--- src/rtl/cdb_arbiter_pkg.sv ---
// Shared constants and types for the common-data-bus writeback arbiter.
package cdb_arbiter_pkg;

    localparam int unsigned ROB_IDX_W_DEF = 4;
    localparam int unsigned DATA_W_DEF    = 32;

    typedef enum logic {
        SRC_RS  = 1'b0,
        SRC_SLB = 1'b1
    } cdb_src_e;

    typedef enum logic {
        PTR_RS  = 1'b0,
        PTR_SLB = 1'b1
    } rr_ptr_e;

    // Winner among full slots; the pointer only matters when both are full.
    function automatic cdb_src_e rr_pick(input logic rs_full, input logic slb_full,
                                         input rr_ptr_e ptr);
        cdb_src_e win;
        if (rs_full && slb_full) begin
            if (ptr == PTR_SLB) win = SRC_SLB;
            else                win = SRC_RS;
        end else if (rs_full) begin
            win = SRC_RS;
        end else begin
            win = SRC_SLB;
        end
        return win;
    endfunction

endpackage

--- src/rtl/cdb_slot.sv ---
// One-entry holding slot for a writeback source; refills on the edge it drains.
module cdb_slot
    import cdb_arbiter_pkg::*;
#(
    parameter int unsigned PAY_W = 1
) (
    input  logic             clk,
    input  logic             rst,
    input  logic             rdy_i,
    input  logic             clear_i,
    input  logic             valid_i,
    input  logic [PAY_W-1:0] data_i,
    input  logic             grant_i,
    output logic             ready_o,
    output logic             full_o,
    output logic [PAY_W-1:0] data_o
);

    logic             full_q, full_d;
    logic [PAY_W-1:0] data_q, data_d;
    logic             take;

    always_comb begin
        ready_o = !full_q || grant_i;
        take    = valid_i && ready_o && rdy_i && !clear_i;
        full_d  = full_q;
        data_d  = data_q;
        if (rdy_i) begin
            if (clear_i) begin
                full_d = 1'b0;
            end else if (take) begin
                full_d = 1'b1;
                data_d = data_i;
            end else if (grant_i) begin
                full_d = 1'b0;
            end
        end
    end

    always_ff @(posedge clk) begin
        if (rst) begin
            full_q <= 1'b0;
            data_q <= '0;
        end else begin
            full_q <= full_d;
            data_q <= data_d;
        end
    end

    assign full_o = full_q;
    assign data_o = data_q;

endmodule

--- src/rtl/cdb_arbiter.sv ---
// Round-robin arbiter merging RS and SLB writebacks onto one registered ROB result port.
module cdb_arbiter
    import cdb_arbiter_pkg::*;
#(
    parameter int unsigned ROB_IDX_W = ROB_IDX_W_DEF,
    parameter int unsigned DATA_W    = DATA_W_DEF
) (
    input  logic                 clk,
    input  logic                 rst,
    input  logic                 rdy,
    input  logic                 Clear_flag,
    input  logic                 rs_valid,
    input  logic [ROB_IDX_W-1:0] rs_rob_id,
    input  logic [DATA_W-1:0]    rs_value,
    input  logic [DATA_W-1:0]    rs_jumppc,
    input  logic                 rs_has_jumppc,
    output logic                 rs_ready,
    input  logic                 slb_valid,
    input  logic [ROB_IDX_W-1:0] slb_rob_id,
    input  logic [DATA_W-1:0]    slb_value,
    output logic                 slb_ready,
    output logic                 cdb_valid,
    output logic                 cdb_src,
    output logic [ROB_IDX_W-1:0] cdb_rob_id,
    output logic [DATA_W-1:0]    cdb_value,
    output logic [DATA_W-1:0]    cdb_jumppc,
    output logic                 cdb_has_jumppc
);

    localparam int unsigned RS_PAY_W  = ROB_IDX_W + 2 * DATA_W + 1;
    localparam int unsigned SLB_PAY_W = ROB_IDX_W + DATA_W;

    logic [RS_PAY_W-1:0]  rs_pay_in, rs_pay;
    logic [SLB_PAY_W-1:0] slb_pay_in, slb_pay;
    logic                 rs_full, slb_full;
    logic                 grant_rs, grant_slb, arb_en;
    cdb_src_e             win;

    logic [ROB_IDX_W-1:0] rs_id_h, slb_id_h;
    logic [DATA_W-1:0]    rs_val_h, rs_jpc_h, slb_val_h;
    logic                 rs_hj_h;

    rr_ptr_e              ptr_q, ptr_d;
    logic                 cdb_valid_q, cdb_valid_d;
    cdb_src_e             cdb_src_q, cdb_src_d;
    logic [ROB_IDX_W-1:0] cdb_rob_id_q, cdb_rob_id_d;
    logic [DATA_W-1:0]    cdb_value_q, cdb_value_d;
    logic [DATA_W-1:0]    cdb_jumppc_q, cdb_jumppc_d;
    logic                 cdb_has_jumppc_q, cdb_has_jumppc_d;

    assign rs_pay_in  = {rs_rob_id, rs_value, rs_jumppc, rs_has_jumppc};
    assign slb_pay_in = {slb_rob_id, slb_value};
    assign {rs_id_h, rs_val_h, rs_jpc_h, rs_hj_h} = rs_pay;
    assign {slb_id_h, slb_val_h}                  = slb_pay;

    cdb_slot #(.PAY_W(RS_PAY_W)) u_rs_slot (
        .clk     (clk),
        .rst     (rst),
        .rdy_i   (rdy),
        .clear_i (Clear_flag),
        .valid_i (rs_valid),
        .data_i  (rs_pay_in),
        .grant_i (grant_rs),
        .ready_o (rs_ready),
        .full_o  (rs_full),
        .data_o  (rs_pay)
    );

    cdb_slot #(.PAY_W(SLB_PAY_W)) u_slb_slot (
        .clk     (clk),
        .rst     (rst),
        .rdy_i   (rdy),
        .clear_i (Clear_flag),
        .valid_i (slb_valid),
        .data_i  (slb_pay_in),
        .grant_i (grant_slb),
        .ready_o (slb_ready),
        .full_o  (slb_full),
        .data_o  (slb_pay)
    );

    // Grant is combinational so a drained slot can accept on the same edge.
    always_comb begin
        win       = rr_pick(rs_full, slb_full, ptr_q);
        arb_en    = rdy && !Clear_flag && (rs_full || slb_full);
        grant_rs  = arb_en && (win == SRC_RS);
        grant_slb = arb_en && (win == SRC_SLB);
    end

    always_comb begin
        ptr_d            = ptr_q;
        cdb_valid_d      = cdb_valid_q;
        cdb_src_d        = cdb_src_q;
        cdb_rob_id_d     = cdb_rob_id_q;
        cdb_value_d      = cdb_value_q;
        cdb_jumppc_d     = cdb_jumppc_q;
        cdb_has_jumppc_d = cdb_has_jumppc_q;
        if (rdy) begin
            cdb_valid_d = grant_rs || grant_slb;
            if (Clear_flag) begin
                ptr_d = PTR_RS;
            end else if (grant_rs) begin
                ptr_d            = PTR_SLB;
                cdb_src_d        = SRC_RS;
                cdb_rob_id_d     = rs_id_h;
                cdb_value_d      = rs_val_h;
                cdb_jumppc_d     = rs_jpc_h;
                cdb_has_jumppc_d = rs_hj_h;
            end else if (grant_slb) begin
                ptr_d            = PTR_RS;
                cdb_src_d        = SRC_SLB;
                cdb_rob_id_d     = slb_id_h;
                cdb_value_d      = slb_val_h;
                cdb_jumppc_d     = '0;
                cdb_has_jumppc_d = 1'b0;
            end
        end
    end

    always_ff @(posedge clk) begin
        if (rst) begin
            ptr_q            <= PTR_RS;
            cdb_valid_q      <= 1'b0;
            cdb_src_q        <= SRC_RS;
            cdb_rob_id_q     <= '0;
            cdb_value_q      <= '0;
            cdb_jumppc_q     <= '0;
            cdb_has_jumppc_q <= 1'b0;
        end else begin
            ptr_q            <= ptr_d;
            cdb_valid_q      <= cdb_valid_d;
            cdb_src_q        <= cdb_src_d;
            cdb_rob_id_q     <= cdb_rob_id_d;
            cdb_value_q      <= cdb_value_d;
            cdb_jumppc_q     <= cdb_jumppc_d;
            cdb_has_jumppc_q <= cdb_has_jumppc_d;
        end
    end

    assign cdb_valid      = cdb_valid_q;
    assign cdb_src        = cdb_src_q;
    assign cdb_rob_id     = cdb_rob_id_q;
    assign cdb_value      = cdb_value_q;
    assign cdb_jumppc     = cdb_jumppc_q;
    assign cdb_has_jumppc = cdb_has_jumppc_q;

endmodule

--- config.mk ---
export PLATFORM = sky130hd
export DESIGN_NAME = cdb_arbiter
export DESIGN_NICKNAME = d
export VERILOG_FILES = /design/src/rtl/cdb_arbiter_pkg.sv /design/src/rtl/cdb_slot.sv /design/src/rtl/cdb_arbiter.sv
export SDC_FILE = /design/constraint.sdc
export NUM_CORES = 1
export LEC_CHECK = 0
export BUFFER_PORTS_ARGS = -buffer_cell sky130_fd_sc_hd__buf_2
export CAP_MARGIN = 20
export CORE_ASPECT_RATIO = 0.75
export CORE_UTILIZATION = 30
export DETAILED_ROUTE_END_ITERATION = 10
export SLEW_MARGIN = 20
export SYNTH_ARGS = -nofsm -noshare
export SYNTH_HDL_FRONTEND = slang
export SYNTH_HIERARCHICAL = 1
export SYNTH_SLANG_ARGS = --single-unit
--- constraint.sdc ---
create_clock -name clk -period 4.55 [get_ports clk]
set_input_delay 0.6825 -clock clk [delete_from_list [all_inputs] [get_ports clk]]
set_output_delay 0.6825 -clock clk [all_outputs]
set_load 0.03 [all_outputs]
Word-level counts from Yosys, hierarchy flattened
Index checks and enable logic that the tools add are counted.
W data, S select, Z words.
{"block": "totals", "register_bits": 179, "latch_bits": 0, "ramBits": 0, "mem_bits_ro": 0, "in_bits": 111, "output_inout_bits": 73, "elab_cells": 61, "n_memories": 0}
{"block": "classes", "n_addsub": 0, "mul": 0, "div": 0, "order_cmp": 0, "eq_ne": 0, "shift": 0, "muxes": 20, "bitwise": 2, "n_reduce_logical": 28}
{"cell": "$mux W32", "n": 4}
{"cell": "$mux W1", "n": 14}
{"cell": "$logic_and A1 B1 Y1", "n": 11}
{"cell": "$reduce_and A3 Y1", "n": 3}
{"cell": "$reduce_bool A3 Y1", "n": 3}
{"cell": "$mux W4", "n": 2}
{"cell": "$reduce_and A2 Y1", "n": 3}
{"cell": "$logic_or A1 B1 Y1", "n": 4}
{"cell": "$logic_not A1 Y1", "n": 3}
{"cell": "$not A1 Y1", "n": 2}
{"cell": "$reduce_bool A2 Y1", "n": 1}

Logic depth before layout (Yosys ltp)
Gate-level depths: netlist (run 1).
{"block": "logic_depth", "depth_word": 10, "mapped_depth": 10, "ltp_nobuf": 6}

By module
Netlist (run 1), hierarchy kept.
{"mod": "cdb_arbiter", "n_inst": 1, "cells_per_inst": 385, "area_per_inst_um2": 3261.9, "seq_area_each_um2": 1441.4}
{"mod": "cdb_slot (u_rs_slot)", "n_inst": 1, "cells_per_inst": 306, "area_per_inst_um2": 3144.3, "seq_area_each_um2": 1401.3}
{"mod": "cdb_slot (u_slb_slot)", "n_inst": 1, "cells_per_inst": 163, "area_per_inst_um2": 1724.2, "seq_area_each_um2": 740.7}

Worst setup path after synthesis (run 1)
Ideal clock, no wire load.
{"block": "synth_path", "kind": "input -> register", "startpoint": "input port Clear_flag", "endpoint": "register u_rs_slot.data_q[46], in the netlist u_rs_slot/data_o[46]", "setup_ns": 0.072, "t_arrival_ns": 2.246, "required_ns": 4.478, "setup_slack_ns": 2.232, "stages": 10, "n_path_buf": 5, "path_cell_list": "nand2b_1 -> buf_2 -> buf_2 -> nor2_1 -> nand2b_4 -> nor2b_4 -> buf_6 -> buf_6 -> buf_6 -> mux2i_1"}
{"block": "synth_between", "elab_chain_len": 9, "word_cells_on_any_way": 10, "cone_classes": "1 x bitwise; 9 x reduce/logical"}
{"element": "start: declaration", "line": "cdb_arbiter.sv:11", "rtl": "input logic Clear_flag,"}
{"element": "$logic_not A1 Y1", "line": "cdb_arbiter.sv:85", "rtl": "arb_en = rdy && !Clear_flag && (rs_full || slb_full);"}
{"element": "$logic_and A1 B1 Y1 (2 in series)", "line": "cdb_arbiter.sv:85"}
{"element": "$logic_and A1 B1 Y1", "line": "cdb_arbiter.sv:86", "rtl": "grant_rs = arb_en && (win == SRC_RS);"}
{"element": "named net grant_rs", "line": "cdb_arbiter.sv:36", "rtl": "logic grant_rs, grant_slb, arb_en;"}
{"element": "$logic_or A1 B1 Y1", "line": "cdb_slot.sv:24", "rtl": "ready_o = !full_q || grant_i;"}
{"element": "named net rs_ready", "line": "cdb_arbiter.sv:17", "rtl": "output logic rs_ready,"}
{"element": "$logic_and A1 B1 Y1 (3 in series)", "line": "cdb_slot.sv:25", "rtl": "take = valid_i && ready_o && rdy_i && !clear_i;"}
{"element": "$reduce_and A3 Y1 (no line)"}
{"element": "end signal: assignment", "line": "cdb_slot.sv:46", "rtl": "data_q <= data_d;"}
{"element": "end: declaration", "line": "cdb_slot.sv:20", "rtl": "logic [PAY_W-1:0] data_q, data_d;"}
The timed path passes the listed nets, and every way through them passes these cells.
A chain may end at the register's enable or synchronous reset.

Worst setup path in the final report (run 1)
{"block": "layout_path", "startpoint": "input port rdy", "endpoint": "output port rs_ready"}
{"block": "layout_between", "elab_chain_len": 4}
{"element": "start: declaration", "line": "cdb_arbiter.sv:10", "rtl": "input logic rdy,"}
{"element": "$logic_and A1 B1 Y1 (2 in series)", "line": "cdb_arbiter.sv:85"}
{"element": "$logic_and A1 B1 Y1", "line": "cdb_arbiter.sv:86"}
{"element": "named net grant_rs", "line": "cdb_arbiter.sv:36"}
{"element": "$logic_or A1 B1 Y1", "line": "cdb_slot.sv:24"}
{"element": "end: declaration", "line": "cdb_arbiter.sv:17"}
The timed path passes the listed nets, and every way through them passes these cells.

==> flow_summary.json, run 1 <==
{
  "cts_resized": 0,
  "path_class": "in -> out",
  "syn_inst": 854,
  "io_pins": 184,
  "grt_pass1_vias": 6411,
  "nets": 1092,
  "crit_arrival_ns": 1.81,
  "clkSinkCount": 179,
  "cp-end-kind": "primary output",
  "async_reset_ff_share_pct": 0,
  "avgRoutedWirePerCell_microns": 17.1,
  "rsz0062_at_grt": "no",
  "worstPathRequired_ns": 3.87,
  "cts_buffers": 17,
  "vias": 6475,
  "start_kind": "primary input",
  "seq_area_sq_um": 3580,
  "initial_utilization_pct": 30.9,
  "dieArea_sq_um": 27800,
  "multi_input_area_sq_um": 4100,
  "clock_tree.buffer_depth": 2,
  "drv_cap": 0,
  "grt_start_max_net_pins": 129,
  "vias_per_cell": 4.83,
  "fin_worst_skew_ns": 0.00988,
  "place_area_sq_um": 9130,
  "n_fill_cell": 2715,
  "synth.top_cells.by_area": "dfxtp_1 (44%), nand2b_1 (16%), mux2i_1 (13%), nor4_1 (6.0%), a21oi_1 (4.3%)",
  "dp_hpwl_mm": 14.3,
  "grt_pass1_wl_mm": 35.5,
  "powerDensity_nw_per_um2": 365,
  "seq_area_frac_synth_pct": 44.1,
  "critPathMaxFanout": 38,
  "grt.overflow.total": 0,
  "hp-class": "reg -> reg",
  "drive_gt1_share_pct": 26.2,
  "layout_min_cycle_time_ns": 2.50,
  "layout_commonest_cell": "nand2b_1",
  "yosys.area.top_type": "dfxtp_1",
  "fp.coreArea_sq_um": 26300,
  "holdBufCountCts": 0,
  "drt_first_pass_iters": 4,
  "synth_top_area_share_pct": 44.1,
  "hp-start": "u_rs_slot/data_o[15]",
  "synthFlopType": "dfxtp_1",
  "p_leak_nw": 3.63,
  "hold_violations": 0,
  "max_freq_ghz": 0.401,
  "clkSlewWorstSetupHoldPaths_ns": 0.07,
  "synth-seq-cells": 179,
  "die_w_microns": 192,
  "drtAntennaViolNets": 0,
  "cts_max_level": 4,
  "yosys_warnings": 6,
  "routed_wl_mm": 23.0,
  "portBuffers": 183,
  "die_h_microns": 145,
  "drc": 0,
  "crit_start": "rdy",
  "stdcell_area_sq_um": 9780,
  "initialDrtViolationCount": 359,
  "final_cell_mix": "nand2b_1 (211), buf_2 (182), dfxtp_1 (179)",
  "post_cts_buffers": 0,
  "rows": 51,
  "max_slew_margin_pct": 38.2,
  "synth.avg_cell_area_sq_um": 9.52,
  "status": "complete, no violations",
  "clock_latency_ns": 0.43,
  "setup_violations": 0,
  "cts_tree": "done",
  "period_share_pct": 54.9,
  "track_usage_pct": 16.7,
  "areaGrowthSynthToFinish_pct": 20.3,
  "reg2reg_from": "u_slb_slot/full_o",
  "drv_slew": 0,
  "syn_nets": 965,
  "place_congestion": 0.766,
  "cts_root_buf": "clkbuf_16",
  "ir_worst_vdd_mv": 0.213,
  "antenna_found_initial": 4,
  "tightestPinTransition_ns": 0.927,
  "mappedNetlistArea_sq_um": 8130,
  "synth_edf_count": 0,
  "synth_cell_type_count": 27,
  "fin_setup_tns_ns": 0
}
-- final timing paths --
| check | endpoint | slack (ns) | cells past startpoint |
|---|---|---|---|
| setup / recovery | rs_ready | 2.05 | 5 |
| hold / removal | cdb_jumppc[14] | 0.47 | 2 |
| setup reg to reg | u_slb_slot/data_o[31] | 2.16 | 7 |
| hold reg to reg | cdb_jumppc[14] | 0.47 | 2 |
-- final cells by class --
| cell class | instances | share of cell area (%) |
|---|---|---|
| repair buffers | 196 | 10.8 |
| well taps | 344 | 4.40 |
| multi-input cells | 587 | 41.9 |
| clock buffers | 19 | 4.53 |
| clock inverters | 13 | 1.78 |
| flip-flops and latches | 179 | 36.6 |
| diodes | 2 | 0.0512 |
-- critical path, cell delays in order --
cell and delay [ns]:
buf_2 0.21, nand2b_4 0.27, nor2_1 0.28, nand2b_4 0.17, buf_2 0.20
-- cells in the mapped netlist, types with 2 or more instances --
master / n
nand4_1: 3
buf_6: 3
mux2i_1: 105
o21ai_0: 39
nor4_1: 78
nand2b_1: 212
nand3b_4: 2
buf_12: 4
buf_4: 7
nor2_1: 4
nand3_1: 36
nand2_1: 3
a21oi_1: 70
a31oi_1: 3
clkbuf_1: 43
nor4_2: 21
nand2b_4: 2
dfxtp_1: 179
buf_2: 30
nor2b_1: 2
nor2b_4: 2
-- state kept, by name, summed over array words and instances (netlist names), 4 cells and up --
signal / flops
cdb_jumppc: 32
cdb_rob_id: 4
cdb_value: 32
u_rs_slot/data_o: 69
u_slb_slot/data_o: 36
-- power by group --
group / total (mW) / leakage [nW] / switching, mW / internal (mW)
Sequential: 1.64 / 1.45 / 0.0284 / 1.61
Clock: 1.56 / 0.303 / 0.671 / 0.892
Combinational: 0.365 / 1.88 / 0.222 / 0.143
Total: 3.57 / 3.63 / 0.921 / 2.65
-- through the flow --
step | util, % | instances | setup WS (ns) | hold slack, ns | total power, mW
CTS | 37.1 | 1337 | 2.01 | 0.469 | 3.62
finish | 37.2 | 1340 | 2.05 | 0.466 | 3.57
global route | 37.2 | 1339 | 1.92 | 0.481 | 3.73
detailed placement | 34.7 | 1305 | 1.68 | 0.458 | 2.04
floorplan | - | 854 | 2.23 | 0.444 | 1.92
global placement | 34.7 | 1305 | 1.78 | 0.451 | 2.04
-- cell families (layout without fill, tap and decap cells) --
kind of cell | after synthesis | in the layout | synth area share [%]
buf+inv | 88 | 228 | 5.92
flops | 179 | 179 | 44.1
compound gates | 115 | 115 | 7.29
mux | 105 | 105 | 12.9
simple gates | 367 | 367 | 29.8
other cells | 0 | 2 | 0
-- routing by layer --
metal,track usage [%],vias to the layer above,wire length [microns]
li1,-,3237,-
met1,23.0,3069,11500
met2,25.3,147,9940
met3,4.71,18,1270
met4,4.77,4,205
met5,0,-,31
No activity file was read; power rests on OpenSTA's default activity.
==> inputs of run 2 (changes only) <==
==> constraint.sdc (replaced) <==
create_clock -name clk -period 2.4 [get_ports clk]
set_input_delay 0.36 -clock clk [delete_from_list [all_inputs] [get_ports clk]]
set_output_delay 0.36 -clock clk [all_outputs]
set_load 0.03 [all_outputs]
==> flow_summary.json, run 2 (same netlist as run 1, synthesis figures left out) <==
{
  "pre_cts_ws_ns": 0.343,
  "hp-class": "in -> reg",
  "powerDensity_nw_per_um2": 665,
  "grt_start_max_net_pins": 103,
  "setup_violations": 0,
  "fin_worst_skew_ns": 0.0116,
  "track_usage_pct": 16.3,
  "clkSlewWorstSetupHoldPaths_ns": 0.07,
  "cp_num_buf_inv": 1,
  "cp_slowest_stage_delay_ns": 0.58,
  "dieArea_sq_um": 27800,
  "status": "complete, no violations",
  "cts_max_level": 4,
  "drc": 0,
  "initial_utilization_pct": 30.9,
  "drv_cap": 0,
  "die_w_microns": 192,
  "tightestPinTransition_ns": 0.947,
  "drt_first_pass_iters": 4,
  "cp-end-kind": "primary output",
  "initialDrtViolationCount": 409,
  "cts_tree": "done",
  "n_fill_cell": 2694,
  "crit_arrival_ns": 1.77,
  "fp.coreArea_sq_um": 26300,
  "period_share_pct": 88.6,
  "place_congestion": 0.770,
  "avgRoutedWirePerCell_microns": 16.9,
  "drive_gt1_share_pct": 26.3,
  "layout_commonest_cell": "nand2b_1",
  "clock_tree.buffer_depth": 2,
  "portBuffers": 183,
  "dp_hpwl_mm": 14.0,
  "antenna_found_initial": 5,
  "rsz0062_at_grt": "no",
  "cts_root_buf": "clkbuf_16",
  "clock_latency_ns": 0.43,
  "layout_min_cycle_time_ns": 2.13,
  "clkSinkCount": 179,
  "cts_buffers": 17,
  "grt_pass1_vias": 6351,
  "die_h_microns": 145,
  "critPathMaxFanout": 7,
  "grt_pass1_wl_mm": 34.9,
  "p_leak_nw": 3.64,
  "layout_setup_ws_ns": 0.273,
  "grt.overflow.total": 0,
  "path_class": "reg -> out",
  "start_kind": "register",
  "slowest_stage": "dfxtp_1",
  "fin_setup_tns_ns": 0,
  "nets": 1094,
  "final_cell_mix": "nand2b_1 (211), buf_2 (182), dfxtp_1 (179)",
  "stdcell_area_sq_um": 9830,
  "max_slew_margin_pct": 36.8,
  "routed_wl_mm": 22.6,
  "io_pins": 184,
  "post_cts_buffers": 0,
  "drtAntennaViolNets": 0,
  "worstPathRequired_ns": 2.04,
  "cts_resized": 0,
  "max_freq_ghz": 0.470,
  "vias": 6535,
  "vias_per_cell": 4.87,
  "rows": 51,
  "holdBufCountCts": 0,
  "place_area_sq_um": 9260,
  "areaGrowthSynthToFinish_pct": 20.9,
  "drv_slew": 0,
  "largest_reg_flops": 69,
  "ir_worst_vdd_mv": 0.459,
  "cp_top_family": "flip-flops",
  "path_cells": "or2_2, nand2_1, nor2_1, nand2b_4, buf_2",
  "hold_violations": 0
}
run 2: changes by cell type in the layout (fill, tap and decap cells not counted):
cell | before | now
buf_12 | 1 | 9
buf_4 | 11 | 6
bufinv_16 | 3 | 0
clkbuf_8 | 1 | 3
clkinvlp_4 | 0 | 2
buf_16 | 1 | 0
clkinv_4 | 4 | 3
diode_2 | 2 | 3
inv_6 | 5 | 4
inv_8 | 0 | 1
run 2: layout make-up:
type | count | area [sq um] | area share (%)
multi-input combinational | 587 | 4100 | 41.7
clock inverter | 11 | 92.6 | 0.942
sequential | 179 | 3580 | 36.5
clock buffer | 21 | 470 | 4.79
timing repair buffer | 198 | 1150 | 11.7
antenna | 3 | 7.51 | 0.0764
tap | 344 | 430 | 4.38
run 2: stage by stage:
| stage | hold WS [ns] | total power [mW] | util (%) | cells |
|---|---|---|---|---|
| floorplan | 0.444 | 3.63 | - | 854 |
| global placement | 0.453 | 3.88 | 35.2 | 1308 |
| detailed placement | 0.459 | 3.89 | 35.2 | 1308 |
| CTS | 0.156 | 6.63 | 37.4 | 1340 |
| global route | 0.158 | 6.82 | 37.4 | 1340 |
| finish | 0.179 | 6.53 | 37.4 | 1343 |
run 2: worst reg2reg max path: stages (launching register included):
cell      delay [ns]
dfxtp_1         0.51
a21bo_2         0.28
nor2_1          0.15
nand2b_4        0.16
nor2b_4         0.17
buf_4           0.45
mux2i_1         0.28
run 2: where the power goes:
part	switching, mW	total, mW	internal, mW
logic	0.424	0.708	0.284
clock network	1.28	2.72	1.44
registers	0.0517	3.11	3.05
run 2: final timing paths:
path	startpoint	to	slack [ns]	depth (start not counted)
max	u_slb_slot/full_o	slb_ready	0.27	5
min	slb_rob_id[1]	u_slb_slot/data_o[33]	0.18	3
max reg2reg	u_rs_slot/full_o	u_rs_slot/data_o[21]	0.34	6
min reg2reg	u_rs_slot/data_o[7]	cdb_jumppc[6]	0.46	2
run 2: layer usage:
layer	global-route usage, %	vias up	wire length (microns)
li1	-	3247	-
met1	22.5	3099	11000
met2	25.3	169	10100
met3	4.78	16	1340
met4	2.86	4	141
met5	0	-	31
